`config.mk`:
```
export PLATFORM = sky130hd
export DESIGN_NAME = mc_control_unit
export DESIGN_NICKNAME = d
export VERILOG_FILES = /design/src/rtl/mc_ctrl_pkg.sv /design/src/rtl/mc_alu_decoder.sv /design/src/rtl/mc_control_unit.sv
export SDC_FILE = /design/constraint.sdc
export NUM_CORES = 1
export LEC_CHECK = 0
export ABC_AREA = 1
export CAP_MARGIN = 0
export CORE_ASPECT_RATIO = 1.2
export CORE_MARGIN = 8
export CORE_UTILIZATION = 54
export CTS_BUF_LIST = sky130_fd_sc_hd__clkbuf_8 sky130_fd_sc_hd__clkbuf_16
export CTS_CLUSTER_SIZE = 40
export DETAILED_ROUTE_END_ITERATION = 10
export HOLD_SLACK_MARGIN = 0.05
export PLACE_DENSITY = 0.95
export SETUP_SLACK_MARGIN = 0.05
export SKIP_CTS_REPAIR_TIMING = 1
export SLEW_MARGIN = 25
export SYNTH_ARGS = -nofsm -noshare
export SYNTH_HDL_FRONTEND = slang
export SYNTH_HIERARCHICAL = 1
export SYNTH_SLANG_ARGS = --single-unit
```
`constraint.sdc`:
```
create_clock -name clk -period 7.1 [get_ports clk]
set_input_delay 1.42 -clock clk [delete_from_list [all_inputs] [get_ports clk]]
set_output_delay 1.42 -clock clk [all_outputs]
set_load 0.02 [all_outputs]
```
`src/rtl/mc_ctrl_pkg.sv`:
```
// mc_ctrl_pkg: shared types and constants for the multi-cycle control unit.
//   state_t       FSM states (MDUWAIT only when CTRL_MDU_EN is defined)
//   result_src_t  Result bus select
//   alu_src_a_t   ALU operand A select
//   alu_src_b_t   ALU operand B select
//   adr_src_t     memory address select
//   alu_op_t      ALU operation encoding
//   trap_cause_t  trap cause encoding
//   alu_mode_t    control-to-ALU-decoder mode
// Optional feature macro: CTRL_MDU_EN.
package mc_ctrl_pkg;

    typedef enum logic [4:0] {
        FETCH, DECODE, MEMADR, MEMRD, MEMWB, MEMWR, EXER, EXEI,
        ALUWB, BRANCH, JAL, JALR, LUI, AUIPC, TRAP
`ifdef CTRL_MDU_EN
        , MDUWAIT
`endif
    } state_t;

    typedef enum logic [1:0] {RES_ALUOUT, RES_DATA, RES_ALURESULT, RES_MDU} result_src_t;
    typedef enum logic [1:0] {SRCA_PC, SRCA_OLDPC, SRCA_RS1, SRCA_ZERO}    alu_src_a_t;
    typedef enum logic [1:0] {SRCB_RS2, SRCB_IMM, SRCB_FOUR}               alu_src_b_t;
    typedef enum logic       {ADR_PC, ADR_RESULT}                          adr_src_t;

    typedef enum logic [3:0] {
        ALU_ADD, ALU_SUB, ALU_AND, ALU_OR, ALU_XOR,
        ALU_SLT, ALU_SLTU, ALU_SLL, ALU_SRL, ALU_SRA
    } alu_op_t;

    typedef enum logic [1:0] {TC_NONE, TC_ILLEGAL, TC_BUS, TC_MDU} trap_cause_t;

    // AM_FUNCT lets funct3/funct7_5 pick the operation
    typedef enum logic [1:0] {AM_ADD, AM_SUB, AM_FUNCT} alu_mode_t;

    localparam logic [6:0] OPC_LOAD   = 7'b0000011;
    localparam logic [6:0] OPC_STORE  = 7'b0100011;
    localparam logic [6:0] OPC_OP     = 7'b0110011;
    localparam logic [6:0] OPC_OPIMM  = 7'b0010011;
    localparam logic [6:0] OPC_BRANCH = 7'b1100011;
    localparam logic [6:0] OPC_JAL    = 7'b1101111;
    localparam logic [6:0] OPC_JALR   = 7'b1100111;
    localparam logic [6:0] OPC_LUI    = 7'b0110111;
    localparam logic [6:0] OPC_AUIPC  = 7'b0010111;

    localparam logic [2:0] IMM_I = 3'd0;
    localparam logic [2:0] IMM_S = 3'd1;
    localparam logic [2:0] IMM_B = 3'd2;
    localparam logic [2:0] IMM_J = 3'd3;
    localparam logic [2:0] IMM_U = 3'd4;

endpackage

```
`src/rtl/mc_alu_decoder.sv`:
```
// mc_alu_decoder: combinational ALU operation decode.
//   i_mode      AM_ADD / AM_SUB force the operation, AM_FUNCT decodes funct fields
//   i_is_op     1 for register-register (OP), 0 for OP-IMM
//   i_funct3    instruction funct3
//   i_funct7_5  instruction bit 30 (SUB/SRA selector)
//   o_op        decoded ALU operation
module mc_alu_decoder
    import mc_ctrl_pkg::*;
(
    input  alu_mode_t   i_mode,
    input  logic        i_is_op,
    input  logic [2:0]  i_funct3,
    input  logic        i_funct7_5,
    output alu_op_t     o_op
);

    always_comb begin
        o_op = ALU_ADD;
        case (i_mode)
            AM_SUB:   o_op = ALU_SUB;
            AM_FUNCT: begin
                case (i_funct3)
                    // bit 30 is part of the immediate for addi, so only OP may select SUB
                    3'b000:  o_op = (i_is_op && i_funct7_5) ? ALU_SUB : ALU_ADD;
                    3'b001:  o_op = ALU_SLL;
                    3'b010:  o_op = ALU_SLT;
                    3'b011:  o_op = ALU_SLTU;
                    3'b100:  o_op = ALU_XOR;
                    3'b101:  o_op = i_funct7_5 ? ALU_SRA : ALU_SRL;
                    3'b110:  o_op = ALU_OR;
                    default: o_op = ALU_AND;
                endcase
            end
            default:  o_op = ALU_ADD;
        endcase
    end

endmodule

```
`src/rtl/mc_control_unit.sv`:
```
// mc_control_unit: multi-cycle RISC-V control FSM.
//   clk, rst                       clock, synchronous active-high reset
//   opcode/funct3/funct7_5         instruction fields from the IR
//   funct7_0                       IR bit 25, separates funct7=0000001 (M-extension) on OP
//   zeroFlag/ltFlag/ltuFlag        ALU compare flags
//   memReady                       memory completes the current request
//   PCWrite/RegWrite/MemWrite/IRWrite/MemReq   enables
//   ResultSrc/ALUSrcA/ALUSrcB/AdrSrc/ALUControl/immSrc   datapath controls
//   Trap/TrapCause                 sticky trap indication
//   MduStart/MduDone/MduErr        multiply/divide handshake (CTRL_MDU_EN only)
// Optional feature macro: CTRL_MDU_EN.
// Datapath contract for jumps: the PC register already holds OldPC+4 after
// FETCH and is the link value written to rd; JALR's PC input has bit 0 masked.
module mc_control_unit
    import mc_ctrl_pkg::*;
#(
    parameter int ALU_CTRL_W = 4,
    parameter int MAX_WAIT   = 15
)(
    input  logic                  clk,
    input  logic                  rst,
    input  logic [6:0]            opcode,
    input  logic [2:0]            funct3,
    input  logic                  funct7_5,
    input  logic                  funct7_0,
    input  logic                  zeroFlag,
    input  logic                  ltFlag,
    input  logic                  ltuFlag,
    input  logic                  memReady,
    output logic                  PCWrite,
    output logic                  RegWrite,
    output logic                  MemWrite,
    output logic                  IRWrite,
    output logic                  MemReq,
    output logic [1:0]            ResultSrc,
    output logic [1:0]            ALUSrcA,
    output logic [1:0]            ALUSrcB,
    output logic                  AdrSrc,
    output logic [ALU_CTRL_W-1:0] ALUControl,
    output logic [2:0]            immSrc,
    output logic                  Trap,
    output logic [1:0]            TrapCause
`ifdef CTRL_MDU_EN
   ,output logic                  MduStart,
    input  logic                  MduDone,
    input  logic                  MduErr
`endif
);

    localparam int WAIT_W = (MAX_WAIT < 2) ? 1 : $clog2(MAX_WAIT + 1);

    state_t      r_state, w_next;
    trap_cause_t r_cause, w_cause;
    logic [WAIT_W-1:0] r_wait;
    logic        w_at_lim, w_taken;
    logic        w_pcw, w_rw, w_mw, w_irw, w_mreq;
    result_src_t w_rs;
    alu_src_a_t  w_sa;
    alu_src_b_t  w_sb;
    adr_src_t    w_adr;
    alu_mode_t   w_mode;
    alu_op_t     w_alu;
`ifdef CTRL_MDU_EN
    logic        r_mdu_prev, r_res_mdu, w_mstart;
`endif

    // this stall cycle would be number MAX_WAIT
    assign w_at_lim = (MAX_WAIT != 0) && (int'(r_wait) == MAX_WAIT - 1);

    always_comb begin
        w_next  = r_state;
        w_cause = TC_NONE;
        w_pcw   = 1'b0;
        w_rw    = 1'b0;
        w_mw    = 1'b0;
        w_irw   = 1'b0;
        w_mreq  = 1'b0;
        w_rs    = RES_ALUOUT;
        w_sa    = SRCA_PC;
        w_sb    = SRCB_RS2;
        w_adr   = ADR_PC;
        w_mode  = AM_ADD;
        w_taken = 1'b0;
`ifdef CTRL_MDU_EN
        w_mstart = 1'b0;
`endif
        if (!rst) begin
            case (r_state)
                FETCH: begin
                    w_mreq = 1'b1;
                    // memReady is tested first so it wins over the timeout
                    if (memReady) begin
                        w_irw  = 1'b1;
                        w_pcw  = 1'b1;
                        w_rs   = RES_ALURESULT;
                        w_sb   = SRCB_FOUR;
                        w_next = DECODE;
                    end else if (w_at_lim) begin
                        w_next  = TRAP;
                        w_cause = TC_BUS;
                    end
                end
                DECODE: begin
                    w_sa = SRCA_OLDPC;
                    w_sb = SRCB_IMM;
                    case (opcode)
                        OPC_LOAD, OPC_STORE: w_next = MEMADR;
                        OPC_OP:     w_next = EXER;
                        OPC_OPIMM:  w_next = EXEI;
                        OPC_BRANCH: w_next = BRANCH;
                        OPC_JAL:    w_next = JAL;
                        OPC_JALR:   w_next = JALR;
                        OPC_LUI:    w_next = LUI;
                        OPC_AUIPC:  w_next = AUIPC;
                        default: begin
                            w_next  = TRAP;
                            w_cause = TC_ILLEGAL;
                        end
                    endcase
                end
                MEMADR: begin
                    w_sa   = SRCA_RS1;
                    w_sb   = SRCB_IMM;
                    w_next = (opcode == OPC_STORE) ? MEMWR : MEMRD;
                end
                MEMRD, MEMWR: begin
                    w_mreq = 1'b1;
                    w_mw   = (r_state == MEMWR);
                    w_adr  = ADR_RESULT;
                    if (memReady) begin
                        w_next = (r_state == MEMWR) ? FETCH : MEMWB;
                    end else if (w_at_lim) begin
                        w_next  = TRAP;
                        w_cause = TC_BUS;
                    end
                end
                MEMWB: begin
                    w_rw   = 1'b1;
                    w_rs   = RES_DATA;
                    w_next = FETCH;
                end
                EXER: begin
                    w_sa   = SRCA_RS1;
                    w_sb   = SRCB_RS2;
                    w_mode = AM_FUNCT;
                    if (funct7_0 && !funct7_5) begin
`ifdef CTRL_MDU_EN
                        w_next = MDUWAIT;
`else
                        w_next  = TRAP;
                        w_cause = TC_ILLEGAL;
`endif
                    end else begin
                        w_next = ALUWB;
                    end
                end
                EXEI: begin
                    w_sa   = SRCA_RS1;
                    w_sb   = SRCB_IMM;
                    w_mode = AM_FUNCT;
                    w_next = ALUWB;
                end
                ALUWB: begin
                    w_rw   = 1'b1;
`ifdef CTRL_MDU_EN
                    w_rs   = r_res_mdu ? RES_MDU : RES_ALUOUT;
`endif
                    w_next = FETCH;
                end
                BRANCH: begin
                    w_sa   = SRCA_RS1;
                    w_sb   = SRCB_RS2;
                    w_mode = AM_SUB;
                    w_next = FETCH;
                    case (funct3)
                        3'b000:  w_taken = zeroFlag;
                        3'b001:  w_taken = !zeroFlag;
                        3'b100:  w_taken = ltFlag;
                        3'b101:  w_taken = !ltFlag;
                        3'b110:  w_taken = ltuFlag;
                        3'b111:  w_taken = !ltuFlag;
                        default: begin
                            w_next  = TRAP;
                            w_cause = TC_ILLEGAL;
                        end
                    endcase
                    w_pcw = w_taken;
                end
                JAL: begin
                    // target was left in ALUOut by DECODE
                    w_sa   = SRCA_OLDPC;
                    w_sb   = SRCB_FOUR;
                    w_rw   = 1'b1;
                    w_pcw  = 1'b1;
                    w_next = FETCH;
                end
                JALR: begin
                    w_sa   = SRCA_RS1;
                    w_sb   = SRCB_IMM;
                    w_rs   = RES_ALURESULT;
                    w_rw   = 1'b1;
                    w_pcw  = 1'b1;
                    w_next = FETCH;
                end
                LUI: begin
                    w_sa   = SRCA_ZERO;
                    w_sb   = SRCB_IMM;
                    w_rs   = RES_ALURESULT;
                    w_rw   = 1'b1;
                    w_next = FETCH;
                end
                AUIPC: begin
                    // OldPC+imm is already in ALUOut
                    w_rw   = 1'b1;
                    w_next = FETCH;
                end
`ifdef CTRL_MDU_EN
                MDUWAIT: begin
                    w_mstart = !r_mdu_prev;
                    if (MduErr) begin
                        w_next  = TRAP;
                        w_cause = TC_MDU;
                    end else if (MduDone) begin
                        w_next = ALUWB;
                    end
                end
`endif
                TRAP:    w_next = TRAP;
                default: w_next = FETCH;
            endcase
        end
    end

    mc_alu_decoder u_alu_dec (
        .i_mode     (w_mode),
        .i_is_op    (opcode == OPC_OP),
        .i_funct3   (funct3),
        .i_funct7_5 (funct7_5),
        .o_op       (w_alu)
    );

    always_comb begin
        case (opcode)
            OPC_STORE:          immSrc = IMM_S;
            OPC_BRANCH:         immSrc = IMM_B;
            OPC_JAL:            immSrc = IMM_J;
            OPC_LUI, OPC_AUIPC: immSrc = IMM_U;
            default:            immSrc = IMM_I;
        endcase
    end

    always_ff @(posedge clk) begin
        if (rst) begin
            r_state <= FETCH;
            r_cause <= TC_NONE;
            r_wait  <= '0;
`ifdef CTRL_MDU_EN
            r_mdu_prev <= 1'b0;
            r_res_mdu  <= 1'b0;
`endif
        end else begin
            r_state <= w_next;
            if (w_next == TRAP && r_state != TRAP)
                r_cause <= w_cause;
            if (memReady || w_next != r_state)
                r_wait <= '0;
            else if (w_mreq && r_wait != '1)
                r_wait <= r_wait + 1'b1;
`ifdef CTRL_MDU_EN
            r_mdu_prev <= (r_state == MDUWAIT);
            if (r_state == MDUWAIT && w_next == ALUWB)
                r_res_mdu <= 1'b1;
            else if (r_state == ALUWB)
                r_res_mdu <= 1'b0;
`endif
        end
    end

    assign PCWrite    = w_pcw;
    assign RegWrite   = w_rw;
    assign MemWrite   = w_mw;
    assign IRWrite    = w_irw;
    assign MemReq     = w_mreq;
    assign ResultSrc  = w_rs;
    assign ALUSrcA    = w_sa;
    assign ALUSrcB    = w_sb;
    assign AdrSrc     = w_adr;
    assign ALUControl = ALU_CTRL_W'(w_alu);
    assign Trap       = !rst && (r_state == TRAP);
    assign TrapCause  = rst ? 2'b00 : r_cause;
`ifdef CTRL_MDU_EN
    assign MduStart   = w_mstart;
`endif

endmodule

```
## After elaboration in Yosys (flattened, before gate mapping)

Index checks and enable logic that the tools add are counted.

| operators by class | value |
|---|---|
| equality and inequality tests | 37 |
| muxes and demuxes | 45 |
| reductions and logical operators | 27 |
| $add $sub $neg | 1 |

Operators by type and width:

| cell | number |
|---|---|
| $eq 5x4->1 const B | 8 |
| $pmux 5 s8 | 1 |
| $pmux 4 s8 | 1 |
| $pmux 4 s7 | 1 |
| $eq 7x6->1 const B | 3 |
| $eq 7x7->1 const B | 3 |
| $eq 5x3->1 const B | 4 |
| $mux 5 | 4 |
| $pmux 2 s3 | 3 |
| $mux 1 | 17 |
| $mux 2 | 8 |
| $reduce_or 2->1 | 8 |
| $eq 7x5->1 const B | 2 |
| $eq 3x3->1 const B | 4 |
| $pmux 3 s4 | 1 |
| $reduce_or 6->1 | 2 |
| $eq 5x2->1 const B | 2 |
| $reduce_or 5->1 | 2 |
| $mux 3 | 3 |
| $reduce_or 9->1 | 1 |
| $pmux 2 s4 | 1 |
| $pmux 4 s2 | 1 |
| $eq 7x2->1 const B | 1 |
| $eq 3x2->1 const B | 2 |
| 19 further kinds | 27 |

| storage, ports and cells | value |
|---|---|
| bits in registers | 11 |
| word-level logic and storage cells | 113 |
| output and inout port bits | 22 |

## Longest topological paths before layout

| logic depth | value |
|---|---|
| depth in word-level cells | 8 |
| gate-level depth with buffers | 14 |
| gate-level depth less buffers | 14 |

## Cells and area by module

Netlist, hierarchy kept.

Modules (own cells, without submodules):

| module | times used | seq. area each (µm²) | cells each | area an instance (µm²) |
|---|---|---|---|---|
| mc_control_unit | 1 | 220.2 | 262 | 1471.4 |
| mc_alu_decoder | 1 | 0.0 | 30 | 153.9 |

## Worst setup path after synthesis

Ideal clock, no wire load.

| path | value |
|---|---|
| path type | input to output |
| start | in rst |
| end | out ALUControl[3] |
| slack | 2404 ps |
| arrival | 3276 ps |
| cell stages on the path | 8 |
| path through | clkbuf_1 -> buf_2 -> buf_1 -> nor2_1 -> ha_1 -> inv_1 -> nand2_1 -> nor4_1 |

| between the ends | value |
|---|---|
| word-level cells in the longest chain between the ends | 3 |

Ends and longest elaborated chain:

| item | line | RTL |
|---|---|---|
| start: declaration | mc_control_unit.sv:21 | `input logic rst,` |
| $mux 2 * | mc_control_unit.sv:87 | `if (!rst) begin` |
| via w_mode[1] | mc_control_unit.sv:61 | `alu_mode_t w_mode;` |
| $eq 2x2->1 / $eq 2x1->1 (equally long branches) | mc_alu_decoder.sv:19 | `case (i_mode)` |
| $pmux 4 s2 * | mc_alu_decoder.sv:19 |  |
| end: declaration | mc_control_unit.sv:39 | `output logic [ALU_CTRL_W-1:0] ALUControl,` |

Mark *: on every way through the listed nets, which the timed path passes. The rest lies on a longest branch.

## Worst setup path after layout

| path | value |
|---|---|
| start | in rst |
| end | out ALUControl[2] |

The elaborated chain is that of the path after synthesis.

==> impl_metrics.tcl <==
set metrics [dict create \
    status "finished, final reports clean" \
    die_h_um 76.1 \
    area_growth_pct 27.6 \
    drt_drc_violations_left 0 \
    syn_inst 292 \
    p_leak_nw 0.991 \
    yosys.area_share.simple_pct 55.7 \
    worst-path-buf-inv 5 \
    routed_wl_mm 4.54 \
    cts_root_buffer "clkbuf_8" \
    worstPathMaxFanout 25 \
    synthXorXnorAreaFrac_pct 1.62 \
    vias 1896 \
    row_count 22 \
    synth-seq-cells 11 \
    synth_top_family_by_area "simple AND/OR/NAND/NOR gates" \
    placed_cell_area_sq_um 2030 \
    pin_count 40 \
    syn-cell-area_sq_um 1630 \
    tns_ps 0 \
    dpl.hpwl_mm 3.73 \
    n_fill_cell 264 \
    clk_latency_ps 240 \
    cp.arrival_ps 3570 \
    die_w_um 66.1 \
    routedWlPerCell_um 12.4 \
    peakVddDrop_mv 0.118 \
    drive_above_1_share_pct 15.5 \
    final_util_pct 69.7 \
    grt_pass1_vias 1755 \
    critical-path-top-delay-family "buffers and inverters" \
    startpoint_type "input pin" \
    ys_types 41 \
    period_needed_ps 4990 \
    yosysTopAreaCell "nand2_1" \
    grt_pass1_wl_mm 7.27 \
    yosys.area_share.adder_pct 3.08 \
    layout.nets 353 \
    drtIter0Drc 148 \
    portBuffers 39 \
    fmax_mhz 200 \
    syn_avg_cell_area_sq_um 5.57 \
    synth_top_area_share_pct 16.6 \
    synth_area_leaders "nand2_1 (17%), dfxtp_1 (14%), nor2_1 (11%)" \
    synth_compound_area_share_pct 11.7 \
    coreArea_sq_um 2970 \
    cap_viol_max_count 0 \
    grt_overflow_total 0 \
    hold_viol_final 0 \
    drv_slew 0 \
    drtPass1Iterations 4 \
    clockBufferDepth 2 \
    required_ps 5680 \
    diodes 0 \
    syn-num-nets 314 \
    holdWs_ps 514 \
    ant_nets 0 \
    min-delay-path-class "flip-flop to flip-flop" \
    fin_skew_ps 3.35 \
    rsz0062_at_grt "no" \
    die_area_sq_um 5030 \
    finalCritPeriodShare_pct 70.3 \
    h-tree-depth 1 \
    crit_type "input pin to primary output" \
    ys_seq_area_share_pct 13.5 \
    cts_sinks 11 \
    start_util_pct 54.7 \
    critPathSlowestCell "clkdlybuf4s50_1" \
    power.density_nw_per_um2 85.7 \
    endpoint_kind "primary output" \
    cts_tree "yes" \
    viasPerCell 5.18 \
    routabilityCongestion 0.925 \
    grt.total_usage_pct 17.2 \
    antenna_found_initial 0 \
    setup_viol 0 \
    critical_path.max_stage_delay_ps 630 \
    path_cells "clkdlybuf4s50_1 -> buf_4 -> nor2_1 -> inv_1 -> ha_1 -> inv_1 -> nand2_1 -> nor3b_1 -> clkdlybuf4s50_1" \
    grt_max_degree 26 \
    cts_made_buffers 3 \
    ys_warn_count 6 \
    clkTransAtPathRegs_ps 50 \
    synthMuxAreaShare_pct 0 \
    fin_area_sq_um 2070 \
]
## power breakdown
group	switching [mW]	internal, mW	total, mW
logic	0.0311	0.0218	0.0529
clock network	0.0224	0.0378	0.0602
registers	0.00191	0.0627	0.0646
## sequential cells by signal, summed over array words and instances (netlist names)
register	cells
r_cause	2
r_state	5
r_wait	4
## worst reg2reg max path: cells and delay by family (launching register included)
kind / cells / cell delay [ps]
and+or+nand+nor: 10 / 1010
DFF: 1 / 510
AOI/OAI and AO/OA: 1 / 110
buffers and inverters: 2 / 150
## metrics by stage
| step | cells | setup slack [ps] | power, mW |
|---|---|---|---|
| after global routing | 366 | 1970 | 0.188 |
| after detailed placement | 362 | 2120 | 0.118 |
| after floorplan | 292 | 2400 | 0.0970 |
| after CTS | 366 | 2120 | 0.180 |
| final | 366 | 2110 | 0.178 |
| after global placement | 362 | 2180 | 0.117 |
## path summary, 6_finish.rpt
kind                                 start       endpoint  slack (ps)  cells after the start
worst max-delay path                   rst  ALUControl[2]        2110                      9
worst min-delay path            r_cause[0]     r_cause[0]         510                      4
worst max register to register  r_state[0]     r_cause[1]        5190                     13
worst min register to register  r_cause[0]     r_cause[0]         510                      4
## cells by family (layout without fill, tap and decap cells)
kind of cell               count (synthesis)  after routing
DFF                                       11             11
adders and majority gates                  4              4
buffers and inverters                     56             94
and+or+nand+nor                          187            187
xor gates and xnor gates                   3              3
AOI/OAI and AO/OA                         30             30
other                                      1              1
## layer usage
| layer | global-route usage (%) | share of wire, % |
|---|---|---|
| met3 | 1.76 | 5.9 |
| met4 | 9.85 | 3.2 |
| met2 | 30.8 | 49 |
| met1 | 18.4 | 42 |
| met5 | 0 | 0 |
## layout by cell type, fill, tap and decap left out, types with 2 or more instances in the layout
master / synthesis / layout
o21ai_1: 3 / 3
a211oi_1: 2 / 2
dfxtp_1: 11 / 11
nor2_4: 2 / 2
o211ai_1: 2 / 2
clkdlybuf4s50_1: 0 / 39
nand3_1: 22 / 22
clkbuf_8: 0 / 3
nand3_2: 9 / 9
ha_1: 4 / 4
nor3_1: 5 / 5
inv_1: 39 / 40
nor2_1: 47 / 47
a21oi_2: 3 / 3
nand2_2: 5 / 5
a21oi_1: 8 / 8
a31oi_1: 2 / 2
nor2_2: 12 / 12
inv_2: 10 / 10
o21ai_0: 4 / 4
o22ai_1: 2 / 2
nand2_1: 72 / 72
xor2_1: 2 / 2
nand4_1: 5 / 5
## synth_stat cells (all sizes together)
| master | n |
|---|---|
| nand2 | 78 |
| nor2 | 61 |
| inv | 50 |
| nand3 | 32 |
| a21oi | 11 |
| dfxtp | 11 |
| o21ai | 8 |
| nor3 | 6 |
| buf | 5 |
| nand4 | 5 |
| ha | 4 |
| a211oi | 2 |
| a31oi | 2 |
| o211ai | 2 |
| o22ai | 2 |
| xor2 | 2 |
| a211o | 1 |
| a221oi | 1 |
| and2 | 1 |
| clkbuf | 1 |
| conb | 1 |
| nand3b | 1 |
| nor3b | 1 |
| nor4 | 1 |
| o31ai | 1 |
| or2 | 1 |
| xnor2 | 1 |
## cell type report
cell class	instances	area, sq um	area share, %
clock inverters	1	3.75	0.181
multi-input cells	225	1170	56.7
inverters	50	190	9.17
flip-flops and latches	11	220	10.6
repair buffers	40	398	19.2
clock buffers	3	41.3	1.99
well taps	36	45.0	2.17
No activity file was read; power rests on OpenSTA's default activity.
==> edit (config.mk and constraints unchanged) <==
Reset style: asynchronous (`rst`), changed in one clocked block. Comments in the files are not updated.
--- a/src/rtl/mc_control_unit.sv
+++ b/src/rtl/mc_control_unit.sv
@@ -250,5 +250,5 @@
     end
 
-    always_ff @(posedge clk) begin
+    always_ff @(posedge clk or posedge rst) begin
         if (rst) begin
             r_state <= FETCH;
Behaviour: no difference found for any inputs over 10 cycles, from zero or initial values and one cycle with rst high; that may be too few to reach the edited logic, so the function may still have changed.
==> edit against the unedited design <==
- sequential cell count is the same
- critical endpoint unchanged
- maximum frequency shrank 5.9%
- register-to-register slack lost 50 ps
- critical path depth shrank 1
- global-route usage grew 0.65 points
- routed wire length shrank 7.9%
- synthesized area shrank 6.3%
- setup slack lost 310 ps
- synthesized cell count shrank 9.9%
- design area shrank 4.1%
- first-iteration DRC count shrank 7.4%
- via count shrank 6.0%
Power is not compared: it rests on default switching activity, and its combinational part moved more than twofold at a synthesized area within 25%.
==> edit: results <==
set metrics [dict create \
    outcome "complete, no violations" \
    placement.cell_area_um2 1943 \
    critical_path.max_stage_delay_ps 780 \
    r2r_cells 10 \
    ctsRootBufferMaster "clkbuf_8" \
    synth_cell_types 35 \
    synth_top_cells_by_area "dfrtp_1 18%, nand2_1 18%, inv_1 9.4%" \
    wire_length_of_the_first_global_routing_pass_um 7100 \
    final.hold.worst_slack_ps 485.0 \
    r2r_end "r_cause[0]" \
    drt_pass1_iterations 4 \
    min_path_type "flip-flop to flip-flop" \
    grt_use_met3_pct 3.163 \
    layout-drive-gt1-share_pct 14.19 \
    avgRoutedWirePerCell_um 12.41 \
    dr.first_iter.drc_count 137 \
    portion_of_the_clock_cycle_consumed_by_the_worst_path_in_the_final_layout_pct 74.74 \
    finalNetCount 326 \
    groute.usage.overall_pct 17.84 \
    clkTransAtPathRegs_ps 50 \
    postSynthCellCount 263 \
    gp_congestion 0.9527 \
    met1_global_route_usage_pct 19.07 \
    final_core_utilization_pct 72.76 \
    max_slew.worst_pin.slew_ps 775.6 \
    ir_worst_vdd_v 0.0002596 \
    critPathArrivalTime_ps 3890 \
    tritoncts_buffer_count 3 \
    first_global_vias 1674 \
    fin_skew_ps 2.718 \
    synth.cells.most_frequent "71 x nand2_1, 38 x inv_1, 37 x nor2_1" \
    sum_of_net_half_perimeters_after_detailed_placement_um 3372 \
    final.fill_count 228 \
    fraction_of_synthesized_area_in_multiplexers_pct 0.6574 \
    grt_max_degree 26 \
    synth-compound-area-share_pct 9.367 \
    syn_nets 285 \
    synth-async-reset-ratio_pct 100.0 \
    h_tree_level_count 1 \
    reg2reg_setup_slack_ps 5140 \
    critical-path-slowest-cell "clkdlybuf4s50_1" \
    worstSetupStartpoint "rst" \
    synth-xor-area-share_pct 1.726 \
    initial_antenna_violation_count 0 \
    synth_adder_area_share_pct 3.287 \
    synth-main-ff-cell "dfrtp_1" \
    yosysSeqAreaShare_pct 18.08 \
    use_met2_pct 33.08 \
    cp_max_fo 21 \
    final_cell_count_no_fill 337 \
    reg2reg_from "r_state[3]" \
    synthesis.yosys.warnings 6 \
    detailroute.via_count 1782 \
    dp_slack_ps 1856 \
]
[edit: changes by cell type after synthesis, moves of 3 or more]
cell     unedited run  this run
nand3_1            22        19
nor3_1              5         1
nand3_2             9         5
dfxtp_1            11         0
nor2_1             47        37
o21ai_0             4         1
dfrtp_1             0        11
[edit: how the worst min path moves through the flow]
| stage | startpoint | endpoint | cells past startpoint |
|---|---|---|---|
| CTS | r_cause[1] | r_cause[1] | 2 |
| finish | r_cause[1] | r_cause[1] | 2 |
| floorplan | r_cause[0] | r_cause[0] | 2 |
| detailed placement | r_cause[0] | r_cause[0] | 2 |
| global placement | r_cause[0] | r_cause[0] | 2 |
| global route | r_cause[0] | r_cause[0] | 2 |
[edit: cell type report]
type	count	share of cell area, %
Clock buffer	3	2.077
Clock inverter	1	0.1888
Inverter	48	9.062
Multi-Input combinational cell	201	53.05
Sequential cell	11	13.85
Tap cell	34	2.140
Timing Repair Buffer	39	19.63
[edit: report_power, final]
group          switching [mW]  internal, mW  leakage [nW]
clock network          0.0206        0.0377        0.0269
registers              0.0229        0.0755         0.145
logic                   0.201         0.119         0.866
[edit: worst register-to-register path: stages (launching register included)]
cell	delay, ps
dfrtp_1	450
nor2_2	260
inv_1	80
nor2_2	210
nand3b_1	190
nand4_1	140
nand2_1	120
nor2_2	120
nand3_1	120
nand2_1	90
nand2_1	50
[edit: layer usage]
metal	vias to the layer above	part of all wire (%)
li1	915	-
met1	790	41
met2	65	49
met3	12	6.8
met4	0	2.6
met5	-	0
[edit: cell families (layout without fill, tap and decap cells)]
family,after synthesis,after routing
simple gates,171,171
mux,1,1
buf+inv,51,91
fa+ha+maj,4,4
compound gates,22,22
xor+xnor,3,3
flops,11,11
